**src/rtl/regfile_seq_pkg.sv**
```systemverilog
// regfile_seq_pkg: opcodes, instruction field positions and FSM state encoding
// shared by the register-file sequencer.
package regfile_seq_pkg;

    localparam logic [3:0] OP_NOP     = 4'h0;
    localparam logic [3:0] OP_ALU_MIN = 4'h1;
    localparam logic [3:0] OP_ALU_MAX = 4'hB;
    localparam logic [3:0] OP_LDI     = 4'hC;
    localparam logic [3:0] OP_HALT    = 4'hF;

    localparam int OP_LSB = 12;
    localparam int RD_LSB = 8;
    localparam int RS_LSB = 4;
    localparam int RT_LSB = 0;

    typedef enum logic [2:0] {
        S_IDLE    = 3'd0,
        S_DECODE  = 3'd1,
        S_READ    = 3'd2,
        S_CAPTURE = 3'd3,
        S_EXEC    = 3'd4,
        S_WB      = 3'd5,
        S_HALT    = 3'd6
    } seq_state_t;

    function automatic logic is_alu_op(input logic [3:0] op);
        return op >= OP_ALU_MIN && op <= OP_ALU_MAX;
    endfunction

endpackage

```
**src/rtl/seq_timeout_ctr.sv**
```systemverilog
// seq_timeout_ctr: counts enabled cycles; expire_o flags the MAX-th enabled cycle.
module seq_timeout_ctr #(
    parameter int MAX = 255
) (
    input  logic clk,
    input  logic rst_n,
    input  logic clr_i,
    input  logic en_i,
    output logic expire_o
);
    localparam int W = $clog2(MAX + 1);

    logic [W-1:0] cnt_q, cnt_d;

    assign cnt_d    = clr_i ? '0 : en_i ? cnt_q + W'(1) : cnt_q;
    assign expire_o = en_i && cnt_q == W'(MAX - 1);

    always_ff @(posedge clk or negedge rst_n) begin
        if (!rst_n) cnt_q <= '0;
        else        cnt_q <= cnt_d;
    end

endmodule

```
**src/rtl/regfile_sequencer.sv**
```systemverilog
// regfile_sequencer: decode/read/execute/write-back initiator for the 16x16 bank.
// Optional RF_BYPASS_EN: forward the last write-back when rs == rt, skipping READ/CAPTURE.
module regfile_sequencer
    import regfile_seq_pkg::*;
#(
    parameter int ALU_TIMEOUT = 255,
    parameter int IMM_W       = 8
) (
    input  logic        clk,
    input  logic        rst_n,
    input  logic        instr_valid,
    input  logic [15:0] instr,
    output logic        instr_ready,
    output logic [3:0]  rf_addr_a,
    output logic [3:0]  rf_addr_b,
    output logic [3:0]  rf_addr_c,
    output logic        rf_rw,
    output logic [15:0] rf_wdata,
    input  logic [15:0] rf_a,
    input  logic [15:0] rf_b,
    output logic [3:0]  alu_op,
    output logic [15:0] alu_a,
    output logic [15:0] alu_b,
    output logic        alu_valid,
    input  logic        alu_done,
    input  logic [15:0] alu_result,
    output logic        halted,
    output logic        err_timeout,
    output logic [2:0]  phase
);
    seq_state_t  state_q, state_d;
    logic [15:0] instr_q, instr_d, alu_a_q, alu_a_d, alu_b_q, alu_b_d, wdata_q, wdata_d;
    logic [3:0]  addr_a_q, addr_a_d, addr_b_q, addr_b_d;
    logic [3:0]  op, rd, rs, rt;
    logic        err_q, err_d, expire, alu_ins, bypass;
    logic [15:0] byp_data;

    assign op      = instr_q[OP_LSB +: 4];
    assign rd      = instr_q[RD_LSB +: 4];
    assign rs      = instr_q[RS_LSB +: 4];
    assign rt      = instr_q[RT_LSB +: 4];
    assign alu_ins = is_alu_op(op);

`ifdef RF_BYPASS_EN
    logic        lwb_valid_q;
    logic [3:0]  lwb_addr_q;
    logic [15:0] lwb_data_q;

    assign bypass   = alu_ins && rs == rt && rs == lwb_addr_q && lwb_valid_q;
    assign byp_data = lwb_data_q;

    always_ff @(posedge clk or negedge rst_n) begin
        if (!rst_n) begin
            lwb_valid_q <= 1'b0;
            lwb_addr_q  <= '0;
            lwb_data_q  <= '0;
        end else if (rf_rw) begin
            lwb_valid_q <= 1'b1;
            lwb_addr_q  <= rf_addr_c;
            lwb_data_q  <= rf_wdata;
        end
    end
`else
    assign bypass   = 1'b0;
    assign byp_data = '0;
`endif

    seq_timeout_ctr #(.MAX(ALU_TIMEOUT)) u_timeout (
        .clk      (clk),
        .rst_n    (rst_n),
        .clr_i    (state_q != S_EXEC),
        .en_i     (state_q == S_EXEC),
        .expire_o (expire)
    );

    always_comb begin
        state_d  = state_q;
        instr_d  = instr_q;
        addr_a_d = addr_a_q;
        addr_b_d = addr_b_q;
        alu_a_d  = alu_a_q;
        alu_b_d  = alu_b_q;
        wdata_d  = wdata_q;
        err_d    = 1'b0;
        case (state_q)
            S_IDLE: if (instr_valid) begin
                instr_d = instr;
                state_d = S_DECODE;
            end
            S_DECODE: begin
                addr_a_d = alu_ins ? rs : addr_a_q;
                addr_b_d = alu_ins ? rt : addr_b_q;
                alu_a_d  = bypass ? byp_data : alu_a_q;
                alu_b_d  = bypass ? byp_data : alu_b_q;
                wdata_d  = op == OP_LDI ? 16'(instr_q[IMM_W-1:0]) : wdata_q;
                state_d  = op == OP_NOP ? S_IDLE : bypass ? S_EXEC : alu_ins ? S_READ :
                           op == OP_LDI ? S_WB : op == OP_HALT ? S_HALT : S_IDLE;
            end
            S_READ: state_d = S_CAPTURE;
            S_CAPTURE: begin
                alu_a_d = rf_a;
                alu_b_d = rf_b;
                state_d = S_EXEC;
            end
            S_EXEC: begin
                wdata_d = alu_done ? alu_result : wdata_q;
                err_d   = !alu_done && expire;
                state_d = alu_done ? S_WB : expire ? S_IDLE : S_EXEC;
            end
            S_WB:    state_d = S_IDLE;
            S_HALT:  state_d = S_HALT;
            default: state_d = S_IDLE;
        endcase
    end

    always_ff @(posedge clk or negedge rst_n) begin
        if (!rst_n) begin
            state_q  <= S_IDLE;
            instr_q  <= '0;
            addr_a_q <= '0;
            addr_b_q <= '0;
            alu_a_q  <= '0;
            alu_b_q  <= '0;
            wdata_q  <= '0;
            err_q    <= 1'b0;
        end else begin
            state_q  <= state_d;
            instr_q  <= instr_d;
            addr_a_q <= addr_a_d;
            addr_b_q <= addr_b_d;
            alu_a_q  <= alu_a_d;
            alu_b_q  <= alu_b_d;
            wdata_q  <= wdata_d;
            err_q    <= err_d;
        end
    end

    // Read addresses show up already in DECODE and then hold their last value.
    assign rf_addr_a   = state_q == S_DECODE && alu_ins ? rs : addr_a_q;
    assign rf_addr_b   = state_q == S_DECODE && alu_ins ? rt : addr_b_q;
    assign rf_addr_c   = state_q == S_WB ? rd : '0;
    assign rf_rw       = state_q == S_WB && rd != 4'd0;
    assign rf_wdata    = wdata_q;
    assign instr_ready = state_q == S_IDLE;
    assign alu_op      = op;
    assign alu_a       = alu_a_q;
    assign alu_b       = alu_b_q;
    assign alu_valid   = state_q == S_EXEC;
    assign halted      = state_q == S_HALT;
    assign err_timeout = err_q;
    assign phase       = state_q;

endmodule

```
**config.mk**
```make
export PLATFORM = sky130hd
export DESIGN_NAME = regfile_sequencer
export DESIGN_NICKNAME = d
export VERILOG_FILES = /design/src/rtl/regfile_seq_pkg.sv /design/src/rtl/seq_timeout_ctr.sv /design/src/rtl/regfile_sequencer.sv
export SDC_FILE = /design/constraint.sdc
export NUM_CORES = 1
export LEC_CHECK = 0
export CAP_MARGIN = 0
export CORE_ASPECT_RATIO = 1.75
export CORE_UTILIZATION = 25
export CTS_CLUSTER_DIAMETER = 100
export DETAILED_ROUTE_END_ITERATION = 6
export GPL_ROUTABILITY_DRIVEN = 0
export MAX_ROUTING_LAYER = met4
export RECOVER_POWER = 25
export SKIP_LAST_GASP = 1
export SLEW_MARGIN = 15
export SYNTH_ARGS = -nofsm -noshare
export SYNTH_HDL_FRONTEND = slang
export SYNTH_SLANG_ARGS = --single-unit
```
**constraint.sdc**
```tcl
create_clock -name clk -period 2.22 [get_ports clk]
set_clock_uncertainty 0.05 [all_clocks]
set_input_delay 0.444 -clock clk [delete_from_list [all_inputs] [get_ports clk]]
set_output_delay 0.444 -clock clk [all_outputs]
set_load 0.01 [all_outputs]
```
After elaboration in Yosys (flattened, before gate mapping)
Index checks and enable logic that the tools add are counted.

cells by class
  muxes and demuxes = 17
  eq/ne operators = 13
  add/sub/neg operators = 1
  reductions and logical operators = 14
  magnitude comparators = 2

operators with widths
  operator                                                                             number
  16-bit two-way mux                                                                   2
  16-bit one-hot mux with 2 select lines                                               1
  3-bit two-way mux                                                                    7
  3-bit one-hot mux with 6 select lines                                                1
  8-bit two-way mux                                                                    2
  4-bit two-way mux                                                                    3
  3-bit equality test, second input constant                                           3
  8-bit by 1-bit adder with 8-bit output, second input constant                        1
  4-bit equality test, second input constant                                           2
  8-bit equality test, second input constant                                           1
  3-bit by 2-bit equality test with 1-bit output, second input constant                2
  2-bit inequality test, second input constant                                         3
  1-bit logical AND                                                                    5
  4-bit by 1-bit greater-or-equal comparator with 1-bit output, second input constant  1
  4-bit less-or-equal comparator, second input constant                                1
  4-bit zero test                                                                      1
  2-bit AND reduction                                                                  2
  2-bit nonzero test                                                                   2
  4-bit nonzero test                                                                   1
  3-bit by 1-bit equality test with 1-bit output, second input constant                1
  3-bit zero test                                                                      1
  3-bit inequality test, second input constant                                         1
  3-bit AND reduction                                                                  1
  1-bit zero test                                                                      1
  1-bit two-way mux                                                                    1

storage, ports and cells
  word-level logic and storage cells = 56
  register bits = 84

Longest topological paths before layout
Gate-level depths: netlist of the first run.

  depth in word-level cells = 6
  depth in mapped cells = 6
  depth with buffers taken out = 5

Modules after synthesis
A second synthesis of the first run with hierarchy kept.

second synthesis, totals
  cell total of the unflattened synthesis = 307
  area total of the unflattened synthesis = 3,849.9 µm²

by module, submodules not included
  module             cells each  instances  area each (µm²)
  regfile_sequencer  266         1          3,438.3
  seq_timeout_ctr    41          1          411.6

Worst setup path after synthesis of the first run
OpenSTA, ideal clock, no wires.

  path kind = reg-to-output
  start point = reg state_q[2], in the netlist phase[2]
  end point = out rf_addr_a[0]
  data arrival time = 1,563 ps
  slack = 163 ps
  path buffers = 2
  cell stages (with the launch flop) = 6
  cells stage by stage = dfrtp_1 buf_2 nor3b_2 o211a_1 buf_2 mux2_2

between the ends
  word-level cells in the longest chain between the ends = 3

ends and longest elaborated chain
  item                                            RTL line                  text
  from (decl)                                     regfile_sequencer.sv:31   seq_state_t state_q, state_d;
  from (signal assigned)                          regfile_sequencer.sv:127  state_q <= state_d;
  3-bit by 1-bit equality test with 1-bit output  -
  1-bit logical AND                               regfile_sequencer.sv:139  assign rf_addr_a = state_q == S_DECODE && alu_ins ? rs : addr_a_q;
  4-bit two-way mux                               regfile_sequencer.sv:139
  to (decl)                                       regfile_sequencer.sv:14   output logic [3:0] rf_addr_a,

Every way passes these cells.

Worst setup path after layout of the first run
  start point = reg instr_q[13]
  end point = out rf_addr_a[1]

between the ends
  word-level cells in the longest chain between the ends = 4
  elaborated cells on any way between the ends = 5
  those cells by class = order compare (2); mux (1); reduce/logical (2)

ends and longest elaborated chain
  item                                                                                                                   RTL line                  text
  from (decl)                                                                                                            regfile_sequencer.sv:32   logic [15:0] instr_q, instr_d, alu_a_q, alu_a_d, alu_b_q, alu_b_d, wdata_q, wdata_d;
  from (signal assigned)                                                                                                 regfile_sequencer.sv:128  instr_q <= instr_d;
  4-bit by 1-bit greater-or-equal comparator with 1-bit output / 4-bit less-or-equal comparator (equally long branches)  regfile_seq_pkg.sv:27     return op >= OP_ALU_MIN && op <= OP_ALU_MAX;
  1-bit logical AND (*)                                                                                                  regfile_seq_pkg.sv:27
  1-bit logical AND (*)                                                                                                  regfile_sequencer.sv:139
  4-bit two-way mux (*)                                                                                                  regfile_sequencer.sv:139

Every way passes the cells marked *; elsewhere a longest branch is shown, timed or not.

==> impl_metrics.json, run 1 <==
{
  "die_y_um": 162.3,
  "synth_nets": 310,
  "wl_per_cell_um": 16.17,
  "yosys_warnings": 0,
  "die_w_um": 93.57,
  "yosys.cell_types.count": 38,
  "swShare_pct": 29.83,
  "vdd_drop_max_v": 0.0006711,
  "dpl-instance-area_um2": 5269,
  "p_leak_nw": 2.506,
  "pwr-share-comb_pct": 47.0,
  "max-clock-path-buffers": 2,
  "drc": 0,
  "status": "complete, but fails checks",
  "via_count": 2560,
  "dieArea_um2": 15180,
  "syn-instance-count": 240,
  "relSlewSlack_pct": 24.66,
  "antennaDiodeCount": 0,
  "cp.required_ns": 1.73,
  "violations": "setup timing",
  "period_minus_slack_ns": 2.432,
  "cts_made_buffers": 9,
  "final.setup.worst_slack_ns": -0.2115,
  "cp-start-kind": "register",
  "drt-total-wl_um": 9410,
  "ant_nets": 0,
  "grt_max_degree": 46,
  "overflow": 0,
  "clk_latency_ns": 0.34,
  "start_util_pct": 25.53,
  "cts_tree": "done",
  "slew_violations": 0,
  "setup_viol": 13,
  "drt_iter0_markers": 96,
  "core_um2": 14370,
  "ys_seq_elements": 84,
  "clock_sinks": 84,
  "drive_gt1_share_pct": 31.34,
  "htree_levels": 3,
  "crit_type": "reg2out",
  "grt_setup_unrepaired": "true",
  "internal-power_w": 0.005789,
  "dp.final_hpwl_um": 6891,
  "dr.pass1.iters": 4,
  "hp-class": "in2async",
  "gr-usage-all-layers_pct": 13.14,
  "tightest_slew_ns": 1.130,
  "cap_viol_max_count": 0,
  "cts_root_buf": "clkbuf_16",
  "fin_area_um2": 5679,
  "synthesis.area_um2": 3669,
  "rows": 58,
  "whs_ns": 0.4057,
  "yosysSeqAreaShare_pct": 57.30,
  "layout_common_cells": "clkdlybuf4s50_1, dfrtp_1, mux2_2",
  "p_sw_w": 0.002461,
  "grt_pass1_wl_um": 14620,
  "synth.avg_cell_area_um2": 15.29,
  "worstSetupEndpointType": "output pin",
  "cts.clk_slew.worst_paths_ns": 0.06,
  "period_share_pct": 109.5,
  "arrival_ns": 1.94,
  "antenna_found_initial": 0,
  "critPathMaxFanout": 4,
  "syn2layout_area_growth_pct": 54.81,
  "nets": 467,
  "seq_power_share_pct": 31.7,
  "io_pins": 140,
  "io_buffer_count": 139,
  "grt_pass1_vias": 2894,
  "hold_violations": 0,
  "clkPwrFrac_pct": 21.3,
  "final_common_cell": "clkdlybuf4s50_1",
  "via_per_inst": 4.399,
  "fmax_ghz": 0.4113,
  "cellPowerDensity_nw_per_um2": 1453
}
-- critical path, cell delays in order, from the launching register on --
cell and delay (ns):
dfrtp_1 0.38, or3_4 0.39, o211a_4 0.28, buf_4 0.15, mux2_2 0.28, buf_6 0.12
-- power groups by stage --
| stage | combinational, W | clock (W) | sequential [W] |
|---|---|---|---|
| after floorplan | 0.00179 | 0 | 0.00282 |
| after global placement | 0.00375 | 0 | 0.00260 |
| after detailed placement | 0.00379 | 0 | 0.00264 |
| after CTS | 0.00395 | 0.00181 | 0.00262 |
| after global routing | 0.00415 | 0.00187 | 0.00270 |
| final | 0.00388 | 0.00176 | 0.00261 |
-- kinds of logic after synthesis --
logic type / count (synthesis) / share of synthesized area (%)
compound gates: 25 / 5.559
xor+xnor: 4 / 0.9552
fa+ha+maj: 2 / 0.6820
buf+inv: 19 / 4.775
flops: 84 / 57.30
mux: 72 / 25.17
simple gates: 34 / 5.559
-- through the flow --
stage | total power [W] | worst slack (ns) | setup TNS [ns] | utilization, % | std cells
after CTS | 0.008378 | -0.2486 | -1.975 | 39.60 | 582
after detailed placement | 0.006426 | -0.2782 | -2.162 | 36.67 | 560
after global placement | 0.006355 | -0.2671 | -2.113 | 36.67 | 560
final | 0.008250 | -0.2115 | -2.013 | 39.52 | 582
after global routing | 0.008723 | -0.2562 | -3.185 | 39.52 | 582
after floorplan | 0.004615 | 0.1633 | 0 | - | 240
-- cells in the mapped netlist (all sizes together) --
master  number  area, um2
nor3b        1      12.51
a31oi        1      21.27
o21bai       1      7.510
mux2        72      923.4
nand3        4      25.02
a41oi        1      8.760
and2         6      37.54
and4bb       1      12.51
or3          6      38.79
nand4b       1      8.760
o311ai       1      8.760
ha           2      25.02
nor2         7      26.28
o31ai        1      7.510
o211a        1      10.01
a21oi        5      25.02
a22o         8      70.07
dfrtp       84       2102
o21ai        3      15.01
nand4        1      6.260
xor2         2      17.52
o41a         1      11.26
xnor2        2      17.52
o21ba        1      10.01
nor3         2      10.01
inv          4      15.02
buf         15      160.2
nand2        3      11.26
o32ai        1      8.760
and3         2      15.01
-- path summary, 6_finish.rpt --
check	startpoint	endpoint	slack (ns)	depth (start not counted)
max reg2reg	phase[1]$_DFFE_PN0P_	alu_a[13]$_DFFE_PN0N_	0.20	5
min in group clk	u_timeout.cnt_q[0]$_DFF_PN0_	u_timeout.cnt_q[0]$_DFF_PN0_	0.43	1
max in group asynchronous	rst_n	alu_a[13]$_DFFE_PN0N_	0.39	3
min	rst_n	alu_a[4]$_DFFE_PN0N_	0.41	2
max	instr_q[13]$_DFFE_PN0P_	rf_addr_a[1]	-0.21	5
min reg2reg	u_timeout.cnt_q[0]$_DFF_PN0_	u_timeout.cnt_q[0]$_DFF_PN0_	0.43	1
-- sequential cells by signal, indices dropped and copies added, names as in the netlist --
name             count
err_timeout          1
instr_q             16
alu_a               16
phase                3
alu_b               16
addr_b_q             4
addr_a_q             4
u_timeout.cnt_q      8
rf_wdata            16
-- timing repair --
| item | 4_1_cts | 5_1_grt |
|---|---|---|
| hold buffers | 1 | 0 |
| endpoints found under the setup margin | 16 | 8 |
| setup buffers | 5 | 0 |
| pin swaps | 2 | 2 |
| endpoints found under the hold margin | 2 | 0 |
| resized for setup | 56 | 3 |
-- layer usage --
layer	routed length [um]	share of wire, %	up-vias	track usage (%)
met5	0	0	-	-
met4	185	2.0	0	5.455
met3	593	6.3	15	3.324
met2	5100	54	95	23.80
met1	3530	38	1278	13.16
li1	-	-	1172	-
-- cell type report --
cell class	count	area, um2
fill	1410	8690
sequential	84	2102
timing repair buffer	161	1577
multi-input combinational	137	1414
clock buffer	9	225.2
tap	180	225.2
clock inverter	7	121.4
inverter	4	15.01
No activity file was read; power rests on OpenSTA's default activity.
==> run 2: changes to the inputs <==
ABC_AREA = 1   (was default)
==> run 2 against run 1 <==
Against the previous run:
- global-route usage up 1.3 points
- setup slack better by 0.26 ns
- combinational power down 9.0%
- register-to-register slack better by 0.29 ns
- the run now ends clean
- sequential cell count unchanged
- cell count up 34%
- critical path type unchanged
- critical endpoint is now rf_addr_b[0]
==> impl_metrics.json, run 2 <==
{
  "crit_family": "buffers and inverters",
  "p_leak_nw": 2.918,
  "grt_pass1_vias": 3420,
  "gr-usage-all-layers_pct": 14.42,
  "cts_made_buffers": 9,
  "synth.avg_cell_area_um2": 8.702,
  "path_cells": "inv_2 > nand2_1 > nor2_4 > buf_4 > nand4_1 > nand2_1 > dlygate4sd2_1",
  "worst-path-buf-inv": 3,
  "slowest_delay_ns": 0.40,
  "cp-start-kind": "register",
  "yosys.cell_types.count": 25,
  "drt_iter0_markers": 140,
  "final_common_cell": "nand2_1",
  "crit_type": "reg2out",
  "drt-total-wl_um": 10620,
  "nets": 661,
  "crit_slowest_cell": "dfrtp_1",
  "io_buffer_count": 139,
  "slew_violations": 0,
  "relSlewSlack_pct": 54.76,
  "synth_top_cell_by_area": "dfrtp_1",
  "die_y_um": 166.6,
  "period_share_pct": 97.72,
  "grt_setup_unrepaired": "true",
  "synth_nets": 515,
  "antenna_found_initial": 0,
  "period_minus_slack_ns": 2.169,
  "io_pins": 140,
  "hp-class": "reg2reg",
  "via_count": 3369,
  "status": "completed",
  "critPathMaxFanout": 5,
  "dp.final_hpwl_um": 8147,
  "dieArea_um2": 16010,
  "ant_nets": 0,
  "yosysSeqAreaShare_pct": 54.28,
  "grt_max_degree": 50,
  "fill_cells": 1563,
  "synthTopCellsByArea": "dfrtp_1, nand2_1, nand3_1",
  "whs_ns": 0.4209,
  "fmax_ghz": 0.4610,
  "synth.most_common_cell": "nand2_1",
  "dpl-instance-area_um2": 5455,
  "synth_common_cells": "nand2_1, dfrtp_1, nand3_1, inv_1, nor2_1",
  "start_util_pct": 25.84,
  "wl_met3_um": 515,
  "htree_levels": 3,
  "grt_pass1_wl_um": 16950,
  "overflow": 0,
  "cts.clk_slew.worst_paths_ns": 0.06,
  "layout_common_cells": "nand2_1, clkdlybuf4s50_1, dfrtp_1",
  "drive_gt1_share_pct": 12.75,
  "ys_async_sr_fraction_pct": 100.0,
  "dr.pass1.iters": 4,
  "routed.top_layer": "met4",
  "cts_root_buf": "clkbuf_16",
  "tightest_slew_ns": 0.6786,
  "vdd_drop_max_v": 0.0006572,
  "wl_met2_um": 5777,
  "hold_violations": 0,
  "ys_seq_elements": 84,
  "synth_edf_count": 0,
  "antennaDiodeCount": 0,
  "wl_per_cell_um": 13.63,
  "crit_path_frequent_cell": "nand2_1",
  "synth_ff_type": "dfrtp_1",
  "setup_viol": 0,
  "cts_tree": "done",
  "synth_top_area_share_pct": 54.28,
  "wl_met1_um": 3953,
  "fin_util_pct": 38.61,
  "cp.required_ns": 1.73,
  "cellPowerDensity_nw_per_um2": 1337,
  "clock_sinks": 84,
  "cap_viol_max_count": 0,
  "fin_area_um2": 5786,
  "die_w_um": 96.08,
  "core_um2": 14990,
  "synthesis.area_um2": 3872,
  "syn-instance-count": 445,
  "drc": 0,
  "rows": 59,
  "clk_latency_ns": 0.33,
  "max-clock-path-buffers": 2,
  "yosys_warnings": 0,
  "via_per_inst": 4.325,
  "worstSetupEndpointType": "output pin",
  "syn2layout_area_growth_pct": 49.40,
  "arrival_ns": 1.68
}
run 2: tightest hold or removal path: cells and delay by family, from the launching register on:
family        cells  cell delay, ns
flops             1            0.32
simple gates      2            0.12
run 2: metrics by stage:
| step | setup slack [ns] | total power [W] | setup TNS (ns) | cells |
|---|---|---|---|---|
| after floorplan | 0.5103 | 0.004448 | 0 | 445 |
| after global placement | 0.1900 | 0.006158 | 0 | 761 |
| after detailed placement | 0.1623 | 0.006233 | 0 | 761 |
| after CTS | -0.01289 | 0.007878 | -0.01289 | 779 |
| after global routing | -0.03876 | 0.008313 | -0.04181 | 779 |
| final | 0.05063 | 0.007737 | 0 | 779 |
run 2: layout make-up:
| cell class | instances | area, um2 | area share (%) |
|---|---|---|---|
| Tap cell | 183 | 229.0 | 3.958 |
| Clock inverter | 6 | 86.33 | 1.492 |
| Inverter | 52 | 197.7 | 3.417 |
| Sequential cell | 84 | 2105 | 36.38 |
| Clock buffer | 10 | 239.0 | 4.131 |
| Timing Repair Buffer | 157 | 1519 | 26.25 |
| Multi-Input combinational cell | 287 | 1410 | 24.37 |
run 2: where the power goes:
part	leakage (nW)	switching [W]	total (W)	internal, W
sequential	1.06	0.000396	0.00258	0.00218
clock	0.159	0.000608	0.00162	0.00102
combinational	1.70	0.00181	0.00353	0.00172
total	2.92	0.00282	0.00774	0.00492
run 2: repair_timing:
action,CTS,global route
buffers inserted,1,0
endpoints found under the setup margin,15,12
resized for setup,14,20
pin swaps,1,1
hold buffers,1,0
endpoints found under the hold margin,26,0
run 2: cells by family after synthesis:
group	share of synthesized area [%]
buffers and inverters	9.758
AO/OA/AOI/OAI	7.431
AND/OR/NAND/NOR	27.88
flip-flops	54.28
adder cells (fa/ha/maj)	0.6461
run 2: worst paths after layout:
| path | startpoint | endpoint | slack [ns] | depth (start not counted) |
|---|---|---|---|---|
| setup / recovery | phase[2]$_DFFE_PN0P_ | rf_addr_b[0] | 0.05 | 7 |
| hold / removal | addr_b_q[1]$_DFFE_PN0P_ | addr_b_q[1]$_DFFE_PN0P_ | 0.42 | 2 |
| setup reg to reg | phase[0]$_DFFE_PN0P_ | rf_wdata[9]$_DFFE_PN0P_ | 0.49 | 7 |
| hold reg to reg | addr_b_q[1]$_DFFE_PN0P_ | addr_b_q[1]$_DFFE_PN0P_ | 0.42 | 2 |
| max in group asynchronous | rst_n | phase[0]$_DFFE_PN0P_ | 0.34 | 3 |
| min in group asynchronous | rst_n | addr_b_q[3]$_DFFE_PN0P_ | 0.62 | 2 |
run 2: per-layer routing:
layer / vias to the layer above / track usage (%)
met2: 99 / 25.38
met5: - / -
met3: 20 / 3.196
li1: 1682 / -
met4: 0 / 7.138
met1: 1568 / 14.49
==> run 3: changes to the inputs <==
CAP_MARGIN = 20   (was 0)
clock period = 1.9 ns   (was 2.22 ns; I/O delays follow)
==> run 3 against run 2 <==
Against the previous run:
- the flow now finishes with violations (setup timing)
- via count rose by 4.1%
- cell count rose by 2.8%
- clock power fell by 3%
- global-route usage rose by 0.53 points
- critical path depth rose by 1
- power rose by 20%
- register-to-register slack got worse by 0.22 ns
- largest power group unchanged
- highest routed layer unchanged
==> impl_metrics.json, run 3 (synthesis gave the netlist of run 2 again) <==
{
  "io_pins": 140,
  "timing.rr.end": "alu_b[1]$_DFFE_PN0N_",
  "dp_slack_ns": -0.05887,
  "grt_pass1_wl_um": 17840,
  "cellPowerDensity_nw_per_um2": 1561,
  "cts_made_buffers": 9,
  "slowest_delay_ns": 0.41,
  "syn2layout_area_growth_pct": 54.25,
  "start_util_pct": 25.84,
  "setup_viol": 7,
  "layout_common_cells": "nand2_1, clkdlybuf4s50_1, dfrtp_1",
  "p_leak_nw": 2.971,
  "r2r_start": "phase[0]$_DFFE_PN0P_",
  "arrival_ns": 1.57,
  "max-clock-path-buffers": 2,
  "die_w_um": 96.08,
  "dp.final_hpwl_um": 8155,
  "clk_latency_ns": 0.33,
  "path_cells": "inv_2 > nand2_4 > nor2_4 > nand3_4 > buf_6 > nand2_2 > nand2_2 > buf_6",
  "min_from": "instr_q[11]$_DFFE_PN0P_",
  "antennaDiodeCount": 0,
  "cp.required_ns": 1.47,
  "clock_sinks": 84,
  "via_count": 3508,
  "cp-start-kind": "register",
  "vdd_drop_max_v": 0.0006601,
  "hp-class": "reg2reg",
  "dr.pass1.iters": 5,
  "violations": "setup timing",
  "cts.clk_slew.worst_paths_ns": 0.07,
  "nets": 684,
  "period_minus_slack_ns": 1.999,
  "regToRegSetupSlack_ns": 0.27,
  "antenna_found_initial": 0,
  "grt_max_degree": 49,
  "htree_levels": 3,
  "worstSetupEndpointType": "output pin",
  "fmax_ghz": 0.5002,
  "final_common_cell": "nand2_1",
  "fill_cells": 1525,
  "io_buffer_count": 139,
  "relSlewSlack_pct": 49.87,
  "drt_iter0_markers": 128,
  "status": "complete, but fails checks",
  "hold_depth": 2,
  "drc": 0,
  "dp_cells": 770,
  "slew_violations": 0,
  "die_y_um": 166.6,
  "critPathMaxFanout": 6,
  "cap_viol_max_count": 0,
  "drt-total-wl_um": 10900,
  "grt_pass1_vias": 3656,
  "drive_gt1_share_pct": 19.58,
  "via_per_inst": 4.380,
  "dpl-instance-area_um2": 5523,
  "grt_setup_unrepaired": "true",
  "period_share_pct": 105.2,
  "cts_root_buf": "clkbuf_16",
  "r2r_cells": 6,
  "core_um2": 14990,
  "finalSetupTns_ns": -0.5215,
  "worstHoldEndpoint": "instr_q[11]$_DFFE_PN0P_",
  "layout.cells.non_filler": 801,
  "fin_area_um2": 5973,
  "cts_tree": "done",
  "dieArea_um2": 16010,
  "overflow": 0,
  "crit_type": "reg2out",
  "final.setup.worst_slack_ns": -0.09936,
  "ant_nets": 0,
  "hold_violations": 0,
  "crit_slowest_cell": "dfrtp_1",
  "wl_per_cell_um": 13.60,
  "rows": 59,
  "gr-usage-all-layers_pct": 14.95,
  "tightest_slew_ns": 0.7520
}
==> run 3: how the worst max path moves through the flow <==
stage / startpoint / to / depth (start not counted)
6_report: phase[2]$_DFFE_PN0P_ / rf_addr_a[0] / 8
5_1_grt: phase[2]$_DFFE_PN0P_ / rf_addr_a[0] / 8
4_1_cts: instr_q[12]$_DFFE_PN0P_ / rf_addr_b[2] / 6
3_5_place_dp: phase[2]$_DFFE_PN0P_ / rf_addr_a[0] / 7
3_3_place_gp: instr_q[12]$_DFFE_PN0P_ / rf_addr_b[2] / 6
2_1_floorplan: phase[0]$_DFFE_PN0P_ / rf_addr_a[0] / 6
==> run 3: stage by stage <==
stage | power (W) | hold WS, ns | utilization [%]
after detailed placement | 0.007390 | 0.2835 | 36.85
after global routing | 0.01004 | 0.4511 | 39.86
after floorplan | 0.005197 | 0.03441 | -
after global placement | 0.007292 | 0.2735 | 36.85
final | 0.009322 | 0.4263 | 39.86
after CTS | 0.009067 | 0.4258 | 38.99
==> run 3: critical path, delay by kind of cell, from the launching register on <==
kind                   cells  cell delay, ns
AND/OR/NAND/NOR            5            0.47
flip-flops                 1            0.41
buffers and inverters      3            0.37
==> run 3: report_power, final <==
| group | total (W) | internal (W) | switching [W] |
|---|---|---|---|
| combinational | 0.00475 | 0.00243 | 0.00232 |
| clock | 0.00157 | 0.000871 | 0.000695 |
| sequential | 0.00301 | 0.00255 | 0.000457 |
==> run 3: what timing repair did <==
action,in CTS,in global routing
gates resized for setup,51,44
hold endpoints to repair,27,0
endpoints found under the setup margin,19,15
hold buffers,1,0
setup buffers,7,7
pin swaps,8,10
gates cloned,1,0
==> run 3: layout make-up <==
type,count,area (um2),area share [%]
clock inverter,5,30.03,0.5027
timing repair buffer,180,1713,28.68
clock buffer,10,229.0,3.833
multi-input combinational,287,1470,24.61
tap,183,229.0,3.833
inverter,52,200.2,3.351
sequential,84,2102,35.19
==> run 3: per-layer routing <==
layer  global-route usage, %  share of wire [%]
met4                   6.295                2.3
met3                   2.557                4.4
met5                       -                  0
met2                   27.07                 56
met1                   15.27                 37
